===== config.mk =====
export PLATFORM = sky130hd
export DESIGN_NAME = seq_multiplier
export DESIGN_NICKNAME = d
export VERILOG_FILES = /design/src/rtl/seq_mul_pkg.sv /design/src/rtl/seq_mul_datapath.sv /design/src/rtl/seq_multiplier.sv
export SDC_FILE = /design/constraint.sdc
export NUM_CORES = 1
export LEC_CHECK = 0
export ABC_AREA = 0
export BUFFER_PORTS_ARGS = -buffer_cell sky130_fd_sc_hd__buf_2
export CAP_MARGIN = 20
export CORE_UTILIZATION = 45
export DETAILED_ROUTE_END_ITERATION = 8
export GPL_ROUTABILITY_DRIVEN = 0
export HOLD_SLACK_MARGIN = 0.05
export PLACE_DENSITY = 0.71
export SETUP_SLACK_MARGIN = 0.15
export SLEW_MARGIN = 5
export SYNTH_ARGS = -nofsm -noshare
export SYNTH_HDL_FRONTEND = slang
export SYNTH_HIERARCHICAL = 1
export SYNTH_SLANG_ARGS = --single-unit

===== constraint.sdc =====
create_clock -name clk -period 2.5 [get_ports clk]
set_input_delay 0.125 -clock clk [delete_from_list [all_inputs] [get_ports clk]]
set_output_delay 0.125 -clock clk [all_outputs]
set_load 0.005 [all_outputs]

===== src/rtl/seq_mul_pkg.sv =====
// Shared definitions for the sequential shift-and-add multiplier: FSM encoding
// and the iteration counter width helper.
package seq_mul_pkg;

    typedef enum logic [1:0] {
        IDLE = 2'd0,
        LOAD = 2'd1,
        CALC = 2'd2,
        DONE = 2'd3
    } state_t;

    // Counter must hold 0..WIDTH-1; never narrower than one bit.
    function automatic int cnt_width(input int width);
        return (width > 2) ? $clog2(width) : 1;
    endfunction

endpackage


===== src/rtl/seq_mul_datapath.sv =====
// A/B/P/cnt registers, adder and shifters of the shift-and-add multiplier.
// SEQ_MUL_SIGNED_EN adds magnitude capture and a registered sign fix-up.
module seq_mul_datapath
    import seq_mul_pkg::*;
#(
    parameter int WIDTH = 8
) (
    input  logic                 clk,
    input  logic                 rst,
    input  logic                 load,
    input  logic                 step,
`ifdef SEQ_MUL_SIGNED_EN
    input  logic                 fix,
`endif
    input  logic [WIDTH-1:0]     a_in,
    input  logic [WIDTH-1:0]     b_in,
    output logic                 b_next_zero,
    output logic                 cnt_last,
    output logic [2*WIDTH-1:0]   product
);

    localparam int CW = cnt_width(WIDTH);
    localparam logic [CW-1:0] CNT_MAX = CW'(WIDTH - 1);

    logic [2*WIDTH-1:0] a_reg;
    logic [WIDTH-1:0]   b_reg;
    logic [2*WIDTH-1:0] p_reg;
    logic [CW-1:0]      cnt;
    logic [WIDTH-1:0]   a_mag;
    logic [WIDTH-1:0]   b_mag;
    logic [2*WIDTH-1:0] sum;
    logic [2*WIDTH-1:0] p_next;

`ifdef SEQ_MUL_SIGNED_EN
    logic signed [WIDTH-1:0] a_s;
    logic signed [WIDTH-1:0] b_s;
    logic                    sign;

    assign a_s = a_in;
    assign b_s = b_in;
    // -(-2^(W-1)) wraps to the same bit pattern, which reads as 2^(W-1) unsigned.
    assign a_mag = a_s[WIDTH-1] ? WIDTH'(-a_s) : a_in;
    assign b_mag = b_s[WIDTH-1] ? WIDTH'(-b_s) : b_in;
    assign p_next = (fix && sign) ? (~sum + 1'b1) : sum;

    always_ff @(posedge clk or posedge rst) begin
        if (rst)
            sign <= 1'b0;
        else if (load)
            sign <= a_in[WIDTH-1] ^ b_in[WIDTH-1];
    end
`else
    assign a_mag  = a_in;
    assign b_mag  = b_in;
    assign p_next = sum;
`endif

    assign sum = p_reg + (b_reg[0] ? a_reg : '0);

    always_ff @(posedge clk or posedge rst) begin
        if (rst) begin
            a_reg <= '0;
            b_reg <= '0;
            p_reg <= '0;
            cnt   <= '0;
        end else if (load) begin
            a_reg <= {{WIDTH{1'b0}}, a_mag};
            b_reg <= b_mag;
            p_reg <= '0;
            cnt   <= '0;
        end else if (step) begin
            p_reg <= p_next;
            a_reg <= a_reg << 1;
            b_reg <= b_reg >> 1;
            cnt   <= cnt + 1'b1;
        end
    end

    assign b_next_zero = (b_reg[WIDTH-1:1] == '0);
    assign cnt_last    = (cnt == CNT_MAX);
    assign product     = p_reg;

endmodule


===== src/rtl/seq_multiplier.sv =====
// Sequential shift-and-add multiplier with start/busy/done control.
// Define SEQ_MUL_SIGNED_EN for two's-complement operands and product.
module seq_multiplier
    import seq_mul_pkg::*;
#(
    parameter int WIDTH = 8
) (
    input  logic                 clk,
    input  logic                 rst,
    input  logic                 start,
    input  logic [WIDTH-1:0]     a_in,
    input  logic [WIDTH-1:0]     b_in,
    output logic                 busy,
    output logic                 done,
    output logic [2*WIDTH-1:0]   product
);

    state_t state;
    state_t state_next;
    logic   load;
    logic   step;
    logic   b_next_zero;
    logic   cnt_last;

    always_ff @(posedge clk or posedge rst) begin
        if (rst)
            state <= IDLE;
        else
            state <= state_next;
    end

    // Operands are captured on the IDLE->LOAD edge, so load fires from IDLE.
    always_comb begin
        state_next = state;
        load       = 1'b0;
        step       = 1'b0;
        busy       = 1'b0;
        done       = 1'b0;
        case (state)
            IDLE: begin
                if (start) begin
                    load       = 1'b1;
                    state_next = LOAD;
                end
            end
            LOAD: begin
                busy       = 1'b1;
                state_next = CALC;
            end
            CALC: begin
                busy = 1'b1;
                step = 1'b1;
                if (b_next_zero || cnt_last)
                    state_next = DONE;
            end
            DONE: begin
                done       = 1'b1;
                state_next = IDLE;
            end
            default: state_next = IDLE;
        endcase
    end

`ifdef SEQ_MUL_SIGNED_EN
    logic fix;
    assign fix = step && (b_next_zero || cnt_last);
`endif

    seq_mul_datapath #(
        .WIDTH (WIDTH)
    ) u_datapath (
        .clk         (clk),
        .rst         (rst),
        .load        (load),
        .step        (step),
`ifdef SEQ_MUL_SIGNED_EN
        .fix         (fix),
`endif
        .a_in        (a_in),
        .b_in        (b_in),
        .b_next_zero (b_next_zero),
        .cnt_last    (cnt_last),
        .product     (product)
    );

endmodule


# Yosys cells after proc, flatten, opt, wreduce, memory -nomap -nowiden
# Index checks and enable logic that the tools add are counted.
# word_totals
regBits,45
output_inout_bits,18
elab_cells,36
input_bits,19
# classes
n_reduce_logical,6
eq_ne,6
n_addsub,2
n_mux,17
# ops
operator,count
two-way mux 16 bit,5
adder 16 bit,1
two-way mux 8 bit,2
one-hot mux 2 bit (4 select lines),1
logical NOT 7 bit,1
two-way mux 3 bit,2
two-way mux 1 bit,5
"== test 2 bit, second input constant",2
two-way mux 2 bit,2
"inequality test 2 bit, second input constant",2
"adder 3 x 1 -> 3 bit, second input constant",1
"== test 3 bit, second input constant",1
"== test 2 x 1 -> 1 bit, second input constant",1
logical NOT 2 bit,1
AND reduction 2 bit,1
nonzero test 2 bit,1
OR reduction 2 bit,1
logical OR 1 bit,1

# Longest topological paths before layout
# Gate-level depths: netlist of run 1.
# depth
depth_word,4
depth_mapped,11

# By module
# Netlist of run 1, hierarchy kept.
# by_module_without_submodules
mod,n_inst,cells_each,seq_area_each_um2,area_per_inst_um2
seq_mul_datapath,1,280,1076.0,2658.8
seq_multiplier,1,15,50.0,171.4

# Worst setup path before layout of run 1
# No wires, ideal clock.
# synth_path
path_kind,reg-to-reg
from,register u_datapath.b_reg[0]
to,"register u_datapath.p_reg[12], in the netlist u_datapath/product[12]"
stages_incl_launch_ff,12
setup_ns,0.087
period_less_slack_ns,2.538
arrival_ns,2.451
path_slack_ns,-0.038
path_cell_list,dfrtp_1 -> clkbuf_1 -> and2_1 -> ha_1 -> inv_1 -> fa_1 -> nor2b_1 -> o21bai_1 -> a31oi_1 -> nor4_1 -> or4_1 -> o211ai_1
# synth_via
elab_chain_len,4
# synth_rtl
item,line,text
start: declaration,seq_mul_datapath.sv:26,logic [WIDTH-1:0] b_reg;
start signal: assignment,seq_mul_datapath.sv:68,b_reg <= b_mag;
start signal: assignment,seq_mul_datapath.sv:74,b_reg <= b_reg >> 1;
two-way mux 16 bit,seq_mul_datapath.sv:58,assign sum = p_reg + (b_reg[0] ? a_reg : '0);
adder 16 bit,seq_mul_datapath.sv:58,
two-way mux 16 bit,seq_mul_datapath.sv:71,end else if (step) begin
two-way mux 16 bit,seq_mul_datapath.sv:66,end else if (load) begin
end signal: assignment,seq_mul_datapath.sv:72,p_reg <= p_next;
end: declaration,seq_mul_datapath.sv:27,logic [2*WIDTH-1:0] p_reg;
# No other way between the ends. The select of a mux whose other input is x is not followed.
# A chain may end at the register's enable or synchronous reset.

# Worst setup path after layout of run 1
# layout_path
from,register u_datapath.b_reg[0]
to,"register u_datapath.p_reg[15], in the netlist u_datapath/product[15]"
# The elaborated chain is that of the path after synthesis.

==> impl_metrics.tcl, run 1 <==
set metrics [dict create \
    reg2reg_slack_ps 160 \
    ys_types 47 \
    dr_wl_met2_um 3170 \
    ant_nets 0 \
    drive_gt1_frac 0.273 \
    syn_inst 295 \
    crit_path_start_kind "flip-flop" \
    io_pins 37 \
    max_freq_mhz 428 \
    num_antenna_cells 0 \
    pre_cts_slack_ps -71.5 \
    p_sw_frac 0.401 \
    r2r-end "u_datapath/product[15]$_DFFE_PP0P_" \
    dieArea_um2 6610 \
    multi_input_area_um2 1870 \
    wl_met3_um 224 \
    power.share.combinational 0.524 \
    power_density_nw_per_um2 1100 \
    met1_length_um 2950 \
    drv_cap 0 \
    rsz0062_at_grt "yes" \
    yosys-top-cells-area "dfrtp_1, mux2i_1, ha_1" \
    hold_end "u_datapath/b_reg[0]$_DFFE_PP0P_" \
    placed_area_um2 3130 \
    clkSinkCount 45 \
    hold_class "primary input to flip-flop" \
    post_drt_wl_per_cell_um 15.0 \
    vias_per_cell 5.51 \
    die_h_um 81.3 \
    ctsRootBufferMaster "clkbuf_8" \
    period_minus_slack_ps 2340 \
    grt_max_degree 44 \
    outcome "finished, final reports clean" \
    num_vias 2371 \
    ys_ff_latch 45 \
    clkPwrFrac 0.149 \
    ys_async_sr_fraction 1.00 \
    core_um2 5990 \
    endpoint_kind "flip-flop" \
    period_share 0.935 \
    route.detailed.drc 0 \
    nNetsFinal 395 \
    dp_cells 400 \
    slew_headroom 0.639 \
    worstPathArrival_ps 2540 \
    regArea_um2 1130 \
    grt_pass1_wl_um 11000 \
    dpl.hpwl_um 4160 \
    synth_area_um2 2830 \
    vdd_drop_max_mv 0.536 \
    cp_max_fo 10 \
    grtUsageTotal 0.216 \
    power_frac_seq 0.327 \
    r2r_cells 8 \
    fp.dieW_um 81.3 \
    regToRegStartpoint "u_datapath/b_reg[0]$_DFFE_PP0P_" \
    path_clk_slew_ps 90 \
    top_layer_used "met4" \
    switchingPower_mw 1.63 \
    routed_wl_um 6460 \
    synth.avg_cell_area_um2 9.59 \
    fin_setup_tns_ps 0 \
    grt_pass1_vias 2334 \
    first_iter_violations 173 \
    core.rowCount 28 \
    yosysMostFrequentCell "dfrtp_1" \
    clock_latency_ps 310 \
    yosysTopAreaCell "dfrtp_1" \
    antenna_found_initial 0 \
    cts_made_buffers 5 \
    io_buffers 36 \
    htreeDepth 2 \
    slew_viol_final 0 \
    worstPathRequired_ps 2700 \
    hold_start "b_in[0]" \
    ys_seq_area_frac 0.398 \
    area_growth_pct 31.0 \
    setup_viol 0 \
    start_util 0.472 \
    p_int_mw 2.44 \
    fillCellCount 485 \
    synth_edf_count 0 \
    cts_tree "built" \
    synth_top_area_share 0.398 \
    critPathKind "flip-flop to flip-flop" \
    p_leak_nw 1.69 \
    dr.pass1.iters 4 \
    fin_skew_ps 10.6 \
    power_mw 4.07 \
    yosysWarnings 6 \
    holdPathStages 3 \
    cts_max_path_buffers 2 \
    synthesis.nets 336 \
    final.setup.worst_slack_ps 161 \
    grt_overflow_total 0 \
    fin_area_um2 3710 \
    synth-main-ff-cell "dfrtp_1" \
    hold_violations 0 \
    tightest_slew_ps 542 \
    synth_common_cells "dfrtp_1, mux2i_1, nand2_1" \
    final_cells 430 \
]
-- logic make-up after synthesis --
kind of cell / synth area share
buf+inv: 0.0314
xor+xnor: 0.0371
simple gates: 0.175
fa+ha+maj: 0.0999
compound gates: 0.140
flops: 0.398
mux: 0.118
-- per-layer routing --
metal | up-vias | GRT usage
met5 | - | 0
met4 | 0 | 0.0679
met3 | 17 | 0.0472
met2 | 75 | 0.368
met1 | 1121 | 0.270
li1 | 1158 | -
-- area by class of cell --
type	instances	area share
clock buffers	6	0.0223
clock inverters	2	0.0111
inverters	9	0.00911
multi-input cells	227	0.504
flip-flops and latches	45	0.304
well taps	75	0.0253
repair buffers	66	0.124
-- cells in the final DEF (no fill, tap or decap), types with 8 or more instances in the layout --
master	synthesis	final
nand2b_1	8	8
buf_2	2	36
o21ai_0	24	23
and2_1	15	11
dfrtp_1	45	44
a21oi_1	10	9
nor2_1	26	25
mux2i_1	32	32
ha_4	0	11
ha_1	21	9
nand2_1	28	25
dlygate4sd3_1	0	16
inv_1	9	9
buf_4	0	12
-- stage by stage --
stage	hold slack, ps	utilization
floorplan	-134	-
global placement	-15.3	0.522
detailed placement	-5.40	0.522
CTS	52.9	0.602
global route	57.4	0.619
finish	45.6	0.619
-- power by group through the flow --
stage               Clock [mW]  Combinational, mW  Sequential, mW
floorplan                    0               1.40            1.24
global placement             0               1.81            1.29
detailed placement           0               1.86            1.30
CTS                      0.617               2.04            1.33
global route             0.648               2.39            1.38
finish                   0.606               2.13            1.33
-- timing repair --
| item | in CTS | in global routing |
|---|---|---|
| hold buffers | 16 | 0 |
| buffers inserted | 3 | 3 |
| cloned | 0 | 0 |
| gates resized for setup | 23 | 17 |
| pin swaps | 8 | 7 |
| hold endpoints to repair | 60 | 0 |
| endpoints found under the setup margin | 5 | 7 |
-- worst max path at each step --
stage,to,slack (ps),from,cells after the start
floorplan,u_datapath/product[12]$_DFFE_PP0P_,130,u_datapath/b_reg[0]$_DFFE_PP0P_,11
global placement,u_datapath/product[15]$_DFFE_PP0P_,-30,u_datapath/b_reg[0]$_DFFE_PP0P_,9
detailed placement,u_datapath/product[15]$_DFFE_PP0P_,-70,u_datapath/b_reg[0]$_DFFE_PP0P_,9
CTS,u_datapath/product[13]$_DFFE_PP0P_,140,u_datapath/b_reg[0]$_DFFE_PP0P_,8
global route,u_datapath/product[13]$_DFFE_PP0P_,60,u_datapath/b_reg[0]$_DFFE_PP0P_,8
finish,u_datapath/product[15]$_DFFE_PP0P_,160,u_datapath/b_reg[0]$_DFFE_PP0P_,8
-- worst max-delay path: stages, from the launching register on --
cell and delay, ps:
dfrtp_2 460, buf_6 160, and2_1 180, ha_4 300, nand4_1 220, buf_4 220, o41ai_2 400, xnor2_1 120
a22o_1 180
No activity file was read; power rests on OpenSTA's default activity.
==> inputs of run 2 (changes only) <==
- PLACE_DENSITY: 0.71 -> 0.69
- clock period: 2.5 -> 3 ns (I/O delays scaled with it)
==> run 2 against run 1 <==
Net effect:
- hold slack improved by 15 ps
- critical endpoint is now u_datapath/product[12]$_DFFE_PP0P_
- critical path depth grew 2
- wire length decreased by 13%
- core utilization is 6.9 points lower
- sequential share of layout area up 3.8 points
- global-route usage shrank 2.7 points
- sequential power down 20%
- register-to-register slack gained 300 ps
- clock skew barely moved
- combinational power is 29% lower
- cell count decreased by 4.0%
==> impl_metrics.tcl, run 2 (synthesized netlist as in run 1, its figures left out) <==
set metrics [dict create \
    rsz0062_at_grt "no" \
    grtUsageTotal 0.189 \
    final_common_cell "dfrtp_1" \
    switchingPower_mw 1.22 \
    most-common-layout-cells "dfrtp_1, buf_2, mux2i_1" \
    start_util 0.472 \
    power_mw 3.04 \
    endpoint_kind "flip-flop" \
    crit_path_start_kind "flip-flop" \
    routed_wl_um 5620 \
    grt_pass1_wl_um 9580 \
    cts_setup_buffers 0 \
    holdPathStages 3 \
    max_freq_mhz 394 \
    grt_max_degree 52 \
    cts_tree "built" \
    worstPathRequired_ps 3210 \
    io_pins 37 \
    clock_latency_ps 300 \
    cts_max_path_buffers 2 \
    grt_pass1_vias 2129 \
    holdWs_ps 60.8 \
    period_minus_slack_ps 2540 \
    fp.dieW_um 81.3 \
    dr.pass1.iters 4 \
    tightest_slew_ps 947 \
    post_drt_wl_per_cell_um 13.6 \
    setup_viol 0 \
    vias_per_cell 5.36 \
    slew_viol_final 0 \
    core_um2 5990 \
    p_leak_nw 1.61 \
    power_density_nw_per_um2 923 \
    cp_max_fo 4 \
    p_int_mw 1.82 \
    p_sw_frac 0.401 \
    nNetsFinal 378 \
    antenna_found_initial 0 \
    cts_resized 0 \
    critPathKind "flip-flop to flip-flop" \
    period_share 0.846 \
    grt_overflow_total 0 \
    die_h_um 81.3 \
    fin_skew_ps 11.0 \
    fin_setup_tns_ps 0 \
    fin_util 0.550 \
    dieArea_um2 6610 \
    num_antenna_cells 0 \
    num_vias 2212 \
    route.detailed.drc 0 \
    ctsHoldBuffers 8 \
    power_frac_seq 0.350 \
    outcome "finished, final reports clean" \
    hold_class "primary input to flip-flop" \
    core.rowCount 28 \
    area_growth_pct 16.4 \
    slew_headroom 0.368 \
    drv_cap 0 \
    io_buffers 36 \
    ctsRootBufferMaster "clkbuf_8" \
    path_clk_slew_ps 90 \
    hold_violations 0 \
    r2r_cells 10 \
    fin_area_um2 3290 \
    drive_gt1_frac 0.169 \
    cts_made_buffers 5 \
    placed_area_um2 3100 \
    vdd_drop_max_mv 0.716 \
    clkPwrFrac 0.153 \
    ant_nets 0 \
    power.share.combinational 0.497 \
    clkSinkCount 45 \
    worstPathArrival_ps 2750 \
    first_iter_violations 116 \
    htreeDepth 2 \
    dpl.hpwl_um 4020 \
]
## run 2: power by group through the flow
stage	Combinational (mW)	Clock (mW)	Sequential, mW
final	1.51	0.465	1.06
after global routing	1.71	0.498	1.10
after CTS	1.52	0.485	1.07
after detailed placement	1.51	0	1.08
after global placement	1.48	0	1.07
after floorplan	1.16	0	1.03
## run 2: metrics by stage
step,std cells,setup slack (ps)
6_report,413,462
5_1_grt,413,254
4_1_cts,413,467
3_5_place_dp,397,510
3_3_place_gp,397,511
2_1_floorplan,295,462
## run 2: path summary, 6_finish.rpt
path / slack, ps / to / startpoint
worst max-delay path: 460 / u_datapath/product[12]$_DFFE_PP0P_ / u_datapath/b_reg[0]$_DFFE_PP0P_
worst min-delay path: 60 / u_datapath/b_reg[4]$_DFFE_PP0P_ / b_in[4]
min in group asynchronous: 260 / state[1]$_DFFE_PP0P_ / rst
max in group asynchronous: 1630 / u_datapath/product[1]$_DFFE_PP0P_ / rst
worst min register to register: 530 / state[0]$_DFFE_PP0P_ / state[0]$_DFFE_PP0P_
worst max register to register: 460 / u_datapath/product[12]$_DFFE_PP0P_ / u_datapath/b_reg[0]$_DFFE_PP0P_
## run 2: layer usage
layer,global-route usage,up-vias,routed length [µm]
li1,-,1123,-
met1,0.252,1054,2800
met2,0.312,33,2680
met3,0.0337,2,124
met4,0.0536,0,21
met5,0,-,0
## run 2: critical path, cell delays in order (launching register included)
cell and delay (ps):
dfrtp_1 380, and2_1 130, ha_1 160, inv_1 60
fa_1 400, nor2b_1 190, o21bai_1 110, a31oi_1 350
nor4_1 120, or4_1 480, o211ai_1 90
## run 2: cell type report
cell class,instances,area (µm²)
Inverter,9,33.8
Tap cell,75,93.8
Clock buffer,5,68.8
Clock inverter,3,43.8
Sequential cell,45,1130
Timing Repair Buffer,49,310
Fill cell,539,2700
Multi-Input combinational cell,227,1620
